===== src/rtl/pulse_fsm_pkg.sv =====
// Shared types and sizing helpers for the pulse_fsm trigger-driven pulse sequencer.
package pulse_fsm_pkg;

  typedef enum logic [1:0] {
    IDLE    = 2'd0,
    LEAD    = 2'd1,
    PHASE_A = 2'd2,
    PHASE_B = 2'd3
  } state_e;

  localparam int DEF_DATA_WIDTH  = 32;
  localparam int DEF_L_CYCLES    = 2;
  localparam int DEF_A_CYCLES    = 4;
  localparam int DEF_B_CYCLES    = 4;
  localparam int DEF_SYNC_STAGES = 2;

  // Phase counter only has to reach (longest phase - 1), so size it from the largest count.
  function automatic int phase_width(input int l_cycles, input int a_cycles, input int b_cycles);
    int max_cycles;
    max_cycles = l_cycles;
    if (a_cycles > max_cycles) max_cycles = a_cycles;
    if (b_cycles > max_cycles) max_cycles = b_cycles;
    return (max_cycles <= 1) ? 1 : $clog2(max_cycles);
  endfunction

endpackage


===== src/rtl/pulse_fsm_gap_counter.sv =====
// Saturating idle-gap counter with capture register and one-cycle done strobe.
module gap_counter #(
  parameter int DATA_WIDTH = 32
) (
  input  logic                  clk,
  input  logic                  rst,
  input  logic                  en,
  input  logic                  capture,
  input  logic                  clear,
  output logic [DATA_WIDTH-1:0] count_val,
  output logic [DATA_WIDTH-1:0] data_out,
  output logic                  done
);

  logic [DATA_WIDTH-1:0] count_q, count_d;
  logic [DATA_WIDTH-1:0] data_q, data_d;
  logic                  done_q, done_d;
  logic [DATA_WIDTH-1:0] count_next;

  // The capture edge is itself an idle cycle, so the captured value includes its increment.
  always_comb begin
    count_next = count_q;
    if (en && (count_q != {DATA_WIDTH{1'b1}})) begin
      count_next = count_q + DATA_WIDTH'(1);
    end
    count_d = clear ? '0 : count_next;
    data_d  = capture ? count_next : data_q;
    done_d  = capture;
  end

  always_ff @(posedge clk or posedge rst) begin
    if (rst) begin
      count_q <= '0;
      data_q  <= '0;
      done_q  <= 1'b0;
    end else begin
      count_q <= count_d;
      data_q  <= data_d;
      done_q  <= done_d;
    end
  end

  assign count_val = count_q;
  assign data_out  = data_q;
  assign done      = done_q;

endmodule


===== src/rtl/pulse_fsm.sv =====
// Trigger-synchronised L/A/B pulse sequencer with inter-pulse gap meter.
// Optional sticky missed-trigger flag enabled by defining PULSE_OVERRUN_EN.
module pulse_fsm
  import pulse_fsm_pkg::*;
#(
  parameter int DATA_WIDTH  = DEF_DATA_WIDTH,
  parameter int L_CYCLES    = DEF_L_CYCLES,
  parameter int A_CYCLES    = DEF_A_CYCLES,
  parameter int B_CYCLES    = DEF_B_CYCLES,
  parameter int SYNC_STAGES = DEF_SYNC_STAGES
) (
  input  logic                  clk,
  input  logic                  rst,
  input  logic                  s,
  output logic                  P,
  output logic                  L,
  output logic                  A,
  output logic                  B,
  output logic [DATA_WIDTH-1:0] count_val,
  output logic [DATA_WIDTH-1:0] data_out,
  output logic                  done,
  output logic                  overrun
);

  localparam int PHASE_W = phase_width(L_CYCLES, A_CYCLES, B_CYCLES);
  localparam logic [PHASE_W-1:0] L_LAST = PHASE_W'(L_CYCLES - 1);
  localparam logic [PHASE_W-1:0] A_LAST = PHASE_W'(A_CYCLES - 1);
  localparam logic [PHASE_W-1:0] B_LAST = PHASE_W'(B_CYCLES - 1);

  logic [SYNC_STAGES-1:0] sync_q, sync_d;
  logic                   prev_q, prev_d;
  logic                   trig_edge;
  state_e                 state_q, state_d;
  logic [PHASE_W-1:0]     phase_q, phase_d;
  logic                   p_q, p_d, l_q, l_d, a_q, a_d, b_q, b_d;
  logic                   capture;

  always_comb begin
    sync_d    = {sync_q[SYNC_STAGES-2:0], s};
    prev_d    = sync_q[SYNC_STAGES-1];
    trig_edge = sync_q[SYNC_STAGES-1] & ~prev_q;
  end

  // PHASE_B always returns to IDLE so a trigger on its last cycle is dropped, not chained.
  always_comb begin
    state_d = state_q;
    phase_d = phase_q + PHASE_W'(1);
    capture = 1'b0;
    case (state_q)
      IDLE: begin
        phase_d = '0;
        if (trig_edge) begin
          state_d = LEAD;
          capture = 1'b1;
        end
      end
      LEAD: begin
        if (phase_q == L_LAST) begin
          state_d = PHASE_A;
          phase_d = '0;
        end
      end
      PHASE_A: begin
        if (phase_q == A_LAST) begin
          state_d = PHASE_B;
          phase_d = '0;
        end
      end
      PHASE_B: begin
        if (phase_q == B_LAST) begin
          state_d = IDLE;
          phase_d = '0;
        end
      end
      default: begin
        state_d = IDLE;
        phase_d = '0;
      end
    endcase
    p_d = (state_d != IDLE);
    l_d = (state_d == LEAD);
    a_d = (state_d == PHASE_A);
    b_d = (state_d == PHASE_B);
  end

  always_ff @(posedge clk or posedge rst) begin
    if (rst) begin
      sync_q  <= '0;
      prev_q  <= 1'b0;
      state_q <= IDLE;
      phase_q <= '0;
      p_q     <= 1'b0;
      l_q     <= 1'b0;
      a_q     <= 1'b0;
      b_q     <= 1'b0;
    end else begin
      sync_q  <= sync_d;
      prev_q  <= prev_d;
      state_q <= state_d;
      phase_q <= phase_d;
      p_q     <= p_d;
      l_q     <= l_d;
      a_q     <= a_d;
      b_q     <= b_d;
    end
  end

  assign P = p_q;
  assign L = l_q;
  assign A = a_q;
  assign B = b_q;

  gap_counter #(
    .DATA_WIDTH(DATA_WIDTH)
  ) u_gap_counter (
    .clk      (clk),
    .rst      (rst),
    .en       (~p_q),
    .capture  (capture),
    .clear    (capture),
    .count_val(count_val),
    .data_out (data_out),
    .done     (done)
  );

`ifdef PULSE_OVERRUN_EN
  logic overrun_q, overrun_d;

  always_comb begin
    overrun_d = overrun_q | (trig_edge & p_q);
  end

  always_ff @(posedge clk or posedge rst) begin
    if (rst) begin
      overrun_q <= 1'b0;
    end else begin
      overrun_q <= overrun_d;
    end
  end

  assign overrun = overrun_q;
`else
  assign overrun = 1'b0;
`endif

endmodule


===== config.mk =====
export PLATFORM = sky130hd
export DESIGN_NAME = pulse_fsm
export DESIGN_NICKNAME = d
export VERILOG_FILES = /design/src/rtl/pulse_fsm_pkg.sv /design/src/rtl/pulse_fsm_gap_counter.sv /design/src/rtl/pulse_fsm.sv
export SDC_FILE = /design/constraint.sdc
export NUM_CORES = 1
export LEC_CHECK = 0
export BUFFER_PORTS_ARGS = -buffer_cell sky130_fd_sc_hd__buf_4
export CAP_MARGIN = 20
export CORE_MARGIN = 2
export CORE_UTILIZATION = 46
export DETAILED_ROUTE_END_ITERATION = 6
export PLACE_DENSITY = 0.67
export SYNTH_ARGS = -nofsm -noshare
export SYNTH_HDL_FRONTEND = slang
export SYNTH_SLANG_ARGS = --single-unit

===== constraint.sdc =====
create_clock -name clk -period 2.3 [get_ports clk]
set_input_delay 0.115 -clock clk [delete_from_list [all_inputs] [get_ports clk]]
set_output_delay 0.115 -clock clk [all_outputs]
set_load 0.005 [all_outputs]

# [Yosys cells after proc, flatten, opt, wreduce, memory -nomap -nowiden]
# Index checks and enable logic that the tools add are counted.
[op_classes] n_addsub=2 muxes=12 reduce_logical=4 eq_ne=9 order_cmp=0 n_mul=0 shifts=0 bitwise_logic=3 div=0
[ops] op="2-to-1 mux 32 bit" count=2
[ops] op="adder 32 x 1 -> 32 bit, second input constant" count=1
[ops] op="inequality test 32 bit, second input constant" count=1
[ops] op="2-to-1 mux 2 bit" count=6
[ops] op="equality test 2 bit, second input constant" count=5
[ops] op="one-hot mux 2 bit (4 select lines)" count=1
[ops] op="equality test 2 x 1 -> 1 bit, second input constant" count=3
[ops] op="one-hot mux 2 bit (3 select lines)" count=1
[ops] op="adder 2 x 1 -> 2 bit, second input constant" count=1
[ops] op="logical NOT 2 bit" count=1
[ops] op="2-to-1 mux 1 bit" count=2
[ops] op="NOT 1 bit" count=2
[ops] op="nonzero test 2 bit" count=1
[ops] op="OR reduction 2 bit" count=1
[ops] op="AND 1 bit" count=1
[ops] op="logical AND 1 bit" count=1
[totals] wordCells=41 register_bits=76 ramBits=0 latch_bits=0 mem_bits_ro=0 input_bits=3 out_inout_bits=70 n_memories=0

# [Depth between registers and ports, before layout]
# Gate-level depths: netlist of the first run.
[depth] ltp_word=5 ltp_mapped=8 mapped_depth_nobuf=6

# [Modules after synthesis]
# Synthesis of the first run repeated with hierarchy kept, for this count alone.
[hier_totals] hier_cells=353 hier_area_um2=3517.1
[modules_own_cells] mod="gap_counter" seq_area_each_um2=1626.6 n_inst=1 area_each_um2=3037.9 cells_each=314
[modules_own_cells] mod="pulse_fsm" seq_area_each_um2=275.3 n_inst=1 area_each_um2=479.2 cells_each=39

# [Worst setup path after synthesis of the first run]
# OpenSTA, ideal clock, no wires.
[synth_path] kind="flip-flop to flip-flop" start="register u_gap_counter.count_q[0] (netlist: u_gap_counter.count_val[0])" end="register u_gap_counter.data_q[31] (netlist: u_gap_counter.data_out[31])" path_slack_ns=0.193 arrival_ns=2.025 path_stages_with_launch=8 path_buffers=1 t_required_ns=2.218 setup_ns=0.082 synth_period_minus_slack_ns=2.107 path_cell_list="dfrtp_1 ha_1 and3_1 and2_1 and4_1 buf_4 or4_1 a31oi_1"
[synth_via] elab_chain_len=3 elab_cells_between_ends=4 classes_between="add/sub: 1; eq/ne: 1; mux: 1; reduce/logical: 1"
[synth_rtl] element="start, declared" line="pulse_fsm_gap_counter.sv:15" rtl="logic [DATA_WIDTH-1:0] count_q, count_d;"
[synth_rtl] element="start signal, assigned" line="pulse_fsm_gap_counter.sv:37" rtl="count_q <= count_d;"
[synth_rtl] element="branches (longest 2 deep; another with adder 32 x 1 -> 32 bit)"
[synth_rtl] element="2-to-1 mux 32 bit (*)" line="pulse_fsm_gap_counter.sv:23" rtl="if (en && (count_q != {DATA_WIDTH{1'b1}})) begin"
[synth_rtl] element="end signal, assigned" line="pulse_fsm_gap_counter.sv:38" rtl="data_q <= data_d;"
[synth_rtl] element="end, declared" line="pulse_fsm_gap_counter.sv:16" rtl="logic [DATA_WIDTH-1:0] data_q, data_d;"
# Every way passes the cells marked *.
# A chain may end at the register's enable or synchronous reset.

# [Final worst setup path of the first run]
[layout_path] start="register u_gap_counter.count_q[0] (netlist: u_gap_counter.count_val[0])" end="register u_gap_counter.count_q[11] (netlist: u_gap_counter.count_val[11])"
[layout_via] elab_chain_len=4 elab_cells_between_ends=5 classes_between="add/sub: 1; eq/ne: 1; mux: 2; reduce/logical: 1"
[layout_rtl] element="branches (longest 2 deep; another with adder 32 x 1 -> 32 bit)"
[layout_rtl] element="2-to-1 mux 32 bit (*)" line="pulse_fsm_gap_counter.sv:23"
[layout_rtl] element="2-to-1 mux 32 bit (*)" line="pulse_fsm_gap_counter.sv:26" rtl="count_d = clear ? '0 : count_next;"
[layout_rtl] element="via u_gap_counter.count_d[11]" line="pulse_fsm_gap_counter.sv:15"
# Mark *: on every way through the listed nets, which the timed path passes.

==> results.txt, run 1 <==
----------------------------------------------------
[Synthesis]
  Adder-cell share of the synthesized area ... under 10%
  Count of flip-flops with a built-in enable after synthesis ... 0
  Complex-gate fraction of the synthesized area ... ~16%
  Simple logic cell fraction of the synthesized area ... a little over a quarter
  Yosys top cell area share ... between 50 and 60%
  Largest cells by area after synthesis ... dfrtp_1, nor2_1, a21oi_1, a31oi_1, nand3_1
  Portion of the post-synthesis area used by sequential elements ... between 50 and 60%
  Yosys warning total ... 0
  Post-synth ARST share ... between 90% and 100%
  Gate count of the mapped netlist ... 380
  Netlist cell types ... 45
  Ys flop type ... dfrtp_1
  Share of cell area taken by muxes after synthesis ... 0.268%
  XOR/XNOR share of the synthesized area ... less than 1%
  Syn_nets ... about 390
  Post-synthesis average cell area ... around 10 um^2
  Largest family of logic cells by synthesized area ... simple AND/OR/NAND/NOR gates
  Ranking of synthesized cells by instance count ... dfrtp_1, nor2_1, a21oi_1
  Most repeated cell in the gate-level netlist after synthesis ... dfrtp_1
  Number of synthesized register bits ... 76
  Cell Area, Synth ... roughly 3700 um^2
  Cell type with the largest total area after synthesis ... dfrtp_1

[Global route]
  Antenna violations before repair ... 0
  Via count of the first global-routing pass ... between 2000 and 3000
  Remaining global-route overflow ... 0
  All-Layer GR Usage ... 22.5%
  Wire length of the first global-routing pass ... 15300 um
  Maximum number of pins on one net before global-route repair ... between 70 and 80

[Timing]
  Headroom to the max-slew limit ... 62.6%
  Setup tns final ... 0 ps
  Final period util ... ~94%
  Post-Route Skew ... between 8 and 9 ps
  Final hold slack ... around 350 ps
  Endpoints failing hold ... 0
  Setup repair after global routing missed its margin ... false
  Fin crit period ... ~2200 ps
  Finish-stage setup viols ... 0
  Highest achievable clock rate ... ~460 MHz
  Number of pins exceeding their max-slew limit in the final report ... 0
  Worst-Margin Slew ... approximately 550 ps

[Die]
  Core region area ... 7810 um^2
  Die Outline Area ... 8850 um^2
  I/O pin cnt ... 73
  Chip Height ... ~94 um
  Effective utilization at floorplan ... 47.8%
  Num rows ... 32
  Horizontal die dimension ... roughly 94 um

[Detailed routing]
  Total via count after detailed routing ... between 3000 and 4000
  Routed wire length per instance ... about 16 um
  Via-to-Cell Ratio ... ~5.6
  First-pass DRT Iterations ... 4
  Total wire length ... ~9300 um
  Antenna viol nets, final ... 0
  Number of design rule violations left after detail routing ... 0
  Number of design-rule violations left by the first detailed-router iteration ... approximately 160

[Worst setup path]
  Critical-path cell with the highest stage delay ... dfrtp_1
  Sequence of cells on the critical path ... ha_1, and3_1, and2_1, and4_2, buf_4, or3_1, a21oi_1
  Endpoint class of the critical path ... flop
  Crit path launch type ... flop
  Data arrival time of the critical path ... around 2400 ps
  Crit Path Class ... flop to flop
  Worst reg2reg startpoint ... u_gap_counter.count_val[0]$_DFF_PP0_
  Req. time, crit path ... approximately 2600 ps
  Number of cells on the worst reg-to-reg path ... 7
  Largest fanout on the critical path ... 13
  Capturing point of the worst reg2reg path ... u_gap_counter.count_val[11]$_DFF_PP0_
  Stage delay of the slowest cell on the critical path ... around 400 ps
  Setup slack of the worst register-to-register path ... between 100 and 150 ps

[Clocking]
  Clock tree from TritonCTS ... done
  Total clock sinks ... between 70 and 80
  Post-CTS setup buffer count ... 0
  Clock input transition at the sequential cells of the worst setup and hold paths ... 80 ps
  Longest Clk Path Bufs ... 2
  Clock buffer count from CTS ... 9
  Clock network latency to the later pin of the worst-skew pair ... between 300 and 400 ps
  Clock Root Buffer ... clkbuf_8
  Number of H-tree branching levels ... 3

[Min path]
  Type of the worst min-delay path ... flop to flop
  Hold Crit Endpoint ... sync_q[1]$_DFF_PP0_
  Hold path startpoint ... sync_q[0]$_DFF_PP0_
  Worst hold path stage count ... 0

[Power]
  P_leak ... roughly 2.2 nW
  Worst voltage drop across the vdd grid ... 0.000563 V
  PD cells ... 890 nW/um^2
  Total Power Consumption ... between 4 and 5 mW

[Place]
  Gp weighted congestion ... ~0.9
  Port buffer count ... approximately 70
  HPWL reported at the end of detailed placement ... 6560 um

[Layout]
  Synth-to-layout area growth ... 27.5%
  Final net count ... between 400 and 500
  Share of cells above drive strength 1 ... roughly 27%
  Count of antenna diodes in the layout ... 0

[Outcome]
  Status ... complete, no violations

[Flow run]
  MaxCap Viol Count ... 0

----------------------------------------------------
[sequential cells by signal, indices dropped and copies added, names as in the netlist]
name,flops
u_gap_counter.count_val,32
u_gap_counter.data_out,32
phase_q,2
state_q,2
sync_q,2
A,1
B,1
L,1
P,1
prev_q,1
u_gap_counter.done,1
[metrics by stage]
step | util (%) | cell area [um^2] | instances | worst slack, ps
after global placement | 57.2 | 4470 | 554 | 141
final | 61.0 | 4760 | 572 | 136
after floorplan | - | 3730 | 380 | 193
after CTS | 60.9 | 4750 | 572 | 131
after global routing | 61.0 | 4760 | 572 | 11.8
after detailed placement | 57.2 | 4470 | 554 | 147
[worst max path at each step]
stage,cells after the start,endpoint,from,slack [ps]
detailed placement,7,u_gap_counter.data_out[17]$_DFFE_PP0P_,u_gap_counter.count_val[0]$_DFF_PP0_,150
CTS,7,u_gap_counter.data_out[17]$_DFFE_PP0P_,u_gap_counter.count_val[0]$_DFF_PP0_,130
global placement,7,u_gap_counter.data_out[20]$_DFFE_PP0P_,u_gap_counter.count_val[15]$_DFF_PP0_,140
finish,7,u_gap_counter.count_val[11]$_DFF_PP0_,u_gap_counter.count_val[0]$_DFF_PP0_,140
global route,6,u_gap_counter.data_out[27]$_DFFE_PP0P_,u_gap_counter.count_val[15]$_DFF_PP0_,10
floorplan,7,u_gap_counter.data_out[31]$_DFFE_PP0P_,u_gap_counter.count_val[0]$_DFF_PP0_,190
[worst max-delay path, delay by kind of cell, from the launching register on]
family | cells | cell delay [ps]
and+or+nand+nor | 4 | 1100
DFF | 1 | 390
adders and majority gates | 1 | 210
AOI/OAI and AO/OA | 1 | 190
buffers and inverters | 1 | 180
[area by class of cell]
type	count	area, um^2
Sequential cell	76	1900
Multi-Input combinational cell	274	1680
Clock inverter	4	120
Fill cell	701	3050
Clock buffer	12	145
Tap cell	102	128
Timing Repair Buffer	95	756
Inverter	9	33.8
[kinds of logic after synthesis]
logic type               Yosys count
multiplexers                       1
XOR/XNOR                           4
flip-flops                        76
adder cells (fa/ha/maj)            4
AO/OA/AOI/OAI                     94
buffers and inverters             30
other                              1
AND/OR/NAND/NOR                  170
[routing by layer]
| metal | vias to the layer above | share of wire, % | global-route usage, % |
|---|---|---|---|
| met1 | 1506 | 47 | 32.6 |
| met4 | 0 | 1.3 | 9.90 |
| li1 | 1589 | - | - |
| met2 | 92 | 45 | 32.9 |
| met5 | - | 0 | 0 |
| met3 | 8 | 6.2 | 4.17 |
[cell usage in the layout, fill, tap and decap left out, types with 4 or more instances in the layout]
master,n
nand3_1,25
nand2_1,27
inv_1,7
nand4b_1,5
a21oi_1,29
clkbuf_8,10
and4_1,4
o21ai_0,18
ha_1,4
and2_1,6
buf_4,90
bufinv_16,4
and3_1,6
a31oi_1,23
nand4_1,13
dfrtp_1,76
nor2_1,39
o31ai_1,12
or3_1,14
or4_1,10
[power by group]
part / switching, mW / leakage [nW] / internal, mW / total, mW
Combinational: 0.463 / 1.04 / 0.579 / 1.04
Sequential: 0.216 / 0.991 / 1.63 / 1.84
Clock: 0.490 / 0.131 / 0.861 / 1.35
[repair_timing]
item / in CTS / in global routing
endpoints found under the setup margin: 0 / 6
endpoints found under the hold margin: 77 / 0
hold buffers: 2 / 0
resized for setup: 0 / 2
Note: power is estimated with default switching activity, not from simulation.
==> run 2, diff against run 1 <==
ABC_AREA = 1   (was unset)
==> run 2 against run 1 <==
Against the previous run:
- clock skew up 4.0 ps
- final area up 1.4%
- die area up 5.9%
- first-iteration DRC count up 43%
- cell count up 28%
- utilization down 2.8 points
- critical path type unchanged
- critical endpoint is now u_gap_counter.data_out[22]$_DFFE_PP0P_
==> results.txt, run 2 <==
----------------------------------------------------
[Worst setup path]
  Worst reg2reg startpoint ... u_gap_counter.count_val[0]$_DFF_PP0_
  Setup slack of the worst register-to-register path ... 170 ps (+30 ps)
  Endpoint class of the critical path ... flop
  Crit Path Class ... flop to flop
  Req. time, crit path ... 2550 ps (-30 ps)
  Largest fanout on the critical path ... 20 (+7)
  CP startpoint ... u_gap_counter.count_val[0]$_DFF_PP0_
  Data arrival time of the critical path ... 2380 ps (-60 ps)
  Crit path launch type ... flop

[Global route]
  Antenna violations before repair ... 0 (unchanged)
  All-Layer GR Usage ... 22.2% (-0.27 points)
  Via count of the first global-routing pass ... 3544 (+18%)
  Remaining global-route overflow ... 0 (unchanged)
  Maximum number of pins on one net before global-route repair ... 77 (unchanged)
  Wire length of the first global-routing pass ... 17000 um (+12%)

[Synthesis]
  Number of synthesized register bits ... 76 (unchanged)
  Count of flip-flops with a built-in enable after synthesis ... 0 (unchanged)
  Post-synthesis average cell area ... 7.25 um^2 (-26%)
  Largest cells by area after synthesis ... dfrtp_1, nand2_1, nor2_1, nand3_1, inv_1
  Cell Area, Synth ... 3960 um^2 (+6.2%)
  Syn_nets ... 554 (+43%)
  Gate count of the mapped netlist ... 547 (+44%)
  Cell type with the largest total area after synthesis ... dfrtp_1
  Portion of the post-synthesis area used by sequential elements ... 48.0% (-3.0 points)
  Yosys warning total ... 0 (unchanged)
  Ys flop type ... dfrtp_1
  Ranking of synthesized cells by instance count ... nand2_1, dfrtp_1, nor2_1
  Most repeated cell in the gate-level netlist after synthesis ... nand2_1
  Yosys top cell area share ... 48.0% (-3.0 points)
  Post-synth ARST share ... 100% (unchanged)
  Netlist cell types ... 28 (-38%)

[Flow run]
  MaxCap Viol Count ... 0 (unchanged)

[Power]
  P_leak ... 2.55 nW (+18%)
  Total Power Consumption ... 3.34 mW (-21%)
  PD cells ... 692 nW/um^2 (-22%)
  Worst voltage drop across the vdd grid ... 0.000647 V (+15%)

[Die]
  I/O pin cnt ... 73 (unchanged)
  Core region area ... 8300 um^2 (+6.3%)
  Horizontal die dimension ... 96.8 um (+2.9%)
  Num rows ... 33 (+3.1%)
  Die Outline Area ... 9380 um^2 (+5.9%)
  Chip Height ... 96.8 um (+2.9%)
  Effective utilization at floorplan ... 47.8% (-0.059 points)

[Clocking]
  Clock network latency to the later pin of the worst-skew pair ... 350 ps (about the same)
  Clock input transition at the sequential cells of the worst setup and hold paths ... 90 ps (about the same)
  Longest Clk Path Bufs ... 2 (unchanged)
  Clock buffer count from CTS ... 9 (unchanged)
  Clock Root Buffer ... clkbuf_8
  Number of H-tree branching levels ... 3 (unchanged)
  Clock tree from TritonCTS ... done
  Total clock sinks ... 76 (unchanged)

[Timing]
  Highest achievable clock rate ... 468 MHz (+1.4%)
  Fin crit period ... 2130 ps (-29.3 ps)
  Post-Route Skew ... 12.2 ps (+3.96 ps)
  Final period util ... 92.8% (-1.3 points)
  Setup tns final ... 0 ps (unchanged)
  Finish-stage setup viols ... 0 (unchanged)
  Setup slack after layout ... 165 ps (+29.3 ps)
  Setup repair after global routing missed its margin ... true
  Endpoints failing hold ... 0 (unchanged)
  Number of pins exceeding their max-slew limit in the final report ... 0 (unchanged)

[Detailed routing]
  Routed wire length per instance ... 13.7 um (-16%)
  Total via count after detailed routing ... 3672 (+15%)
  First-pass DRT Iterations ... 5 (+1)
  Antenna viol nets, final ... 0 (unchanged)
  Number of design-rule violations left by the first detailed-router iteration ... 221 (+43%)
  Total wire length ... 10000 um (+7.2%)
  Via-to-Cell Ratio ... 5.02 (-10%)
  Number of design rule violations left after detail routing ... 0 (unchanged)

[Min path]
  Type of the worst min-delay path ... flop to flop
  Hold path startpoint ... sync_q[0]$_DFF_PP0_

[Place]
  Placement Cell Area ... 4620 um^2 (+3.4%)
  Worst slack at placement ... 166 ps (+19.0 ps)
  HPWL reported at the end of detailed placement ... 7170 um (+9.3%)
  Port buffer count ... 71 (unchanged)
  Gp weighted congestion ... 0.914 (about the same)

[Outcome]
  Status ... complete, no violations

[Layout]
  Final net count ... 628 (+33%)
  Synth-to-layout area growth ... 21.8%
  Share of cells above drive strength 1 ... 17.6% (-9.4 points)
  Commonest non-fill, non-tap cell in the layout ... nand2_1
  Area of all placed cells without fillers ... 4830 um^2 (+1.4%)
  Top library cells by usage in the layout, fill and taps aside ... nand2_1, buf_4, dfrtp_1
  Count of antenna diodes in the layout ... 0 (unchanged)

----------------------------------------------------
run 2: routing by layer:
| layer | part of all wire (%) | GRT usage, % | vias to the layer above |
|---|---|---|---|
| met5 | 0 | 0 | - |
| met4 | 1.6 | 7.48 | 0 |
| met3 | 5.1 | 3.76 | 17 |
| met2 | 45 | 35.6 | 98 |
| met1 | 48 | 30.7 | 1718 |
| li1 | - | - | 1839 |
run 2: cell families (layout without fill, tap and decap cells):
| kind of cell | count (synthesis) | after routing | share of synthesized area (%) |
|---|---|---|---|
| simple gates | 362 | 362 | 38.5 |
| flops | 76 | 76 | 48.0 |
| buf+inv | 73 | 152 | 7.54 |
| compound gates | 24 | 24 | 3.03 |
| xor+xnor | 7 | 7 | 1.55 |
| fa+ha+maj | 4 | 4 | 1.26 |
| other cells | 1 | 1 | 0.0946 |
run 2: through the flow:
stage	hold WS (ps)	utilization (%)	cells
2_1_floorplan	146	-	547
3_3_place_gp	225	55.7	713
3_5_place_dp	225	55.7	713
4_1_cts	362	58.1	731
5_1_grt	370	58.2	731
6_report	356	58.2	731
run 2: layout make-up:
| class | instances | area [um^2] |
|---|---|---|
| inverter | 55 | 206 |
| timing repair buffer | 81 | 638 |
| clock buffer | 10 | 138 |
| sequential | 76 | 1900 |
| clock inverter | 6 | 40.0 |
| multi-input combinational | 398 | 1770 |
| tap | 105 | 131 |
| fill | 802 | 3470 |
run 2: worst paths after layout:
path / endpoint / cells after the start
worst max register to register: u_gap_counter.data_out[22]$_DFFE_PP0P_ / 10
min in group asynchronous: u_gap_counter.data_out[24]$_DFFE_PP0P_ / 4
worst min-delay path: sync_q[1]$_DFF_PP0_ / 0
worst min register to register: sync_q[1]$_DFF_PP0_ / 0
max in group asynchronous: u_gap_counter.count_val[21]$_DFF_PP0_ / 4
worst max-delay path: u_gap_counter.data_out[22]$_DFFE_PP0P_ / 10
run 2: critical path, stage by stage, from the launching register on:
cell and delay (ps):
dfrtp_1 420, ha_1 230, nand2_1 80, nor2_2 170, nand2_2 130, nor2_4 160, nand3_2 370, nand2_1 180
nand2_1 80, nand3_1 130, nand2_1 70
run 2: report_power, final:
group          total (mW)  internal [mW]  switching (mW)
combinational       0.771          0.326           0.445
clock               0.929          0.417           0.512
sequential           1.64           1.49           0.157
total                3.34           2.23            1.11
run 2: repair_timing:
item	4_1_cts	5_1_grt
hold buffers	2	0
setup buffers	0	0
gates resized for setup	0	2
setup endpoints to repair	0	30
hold endpoints to repair	77	0
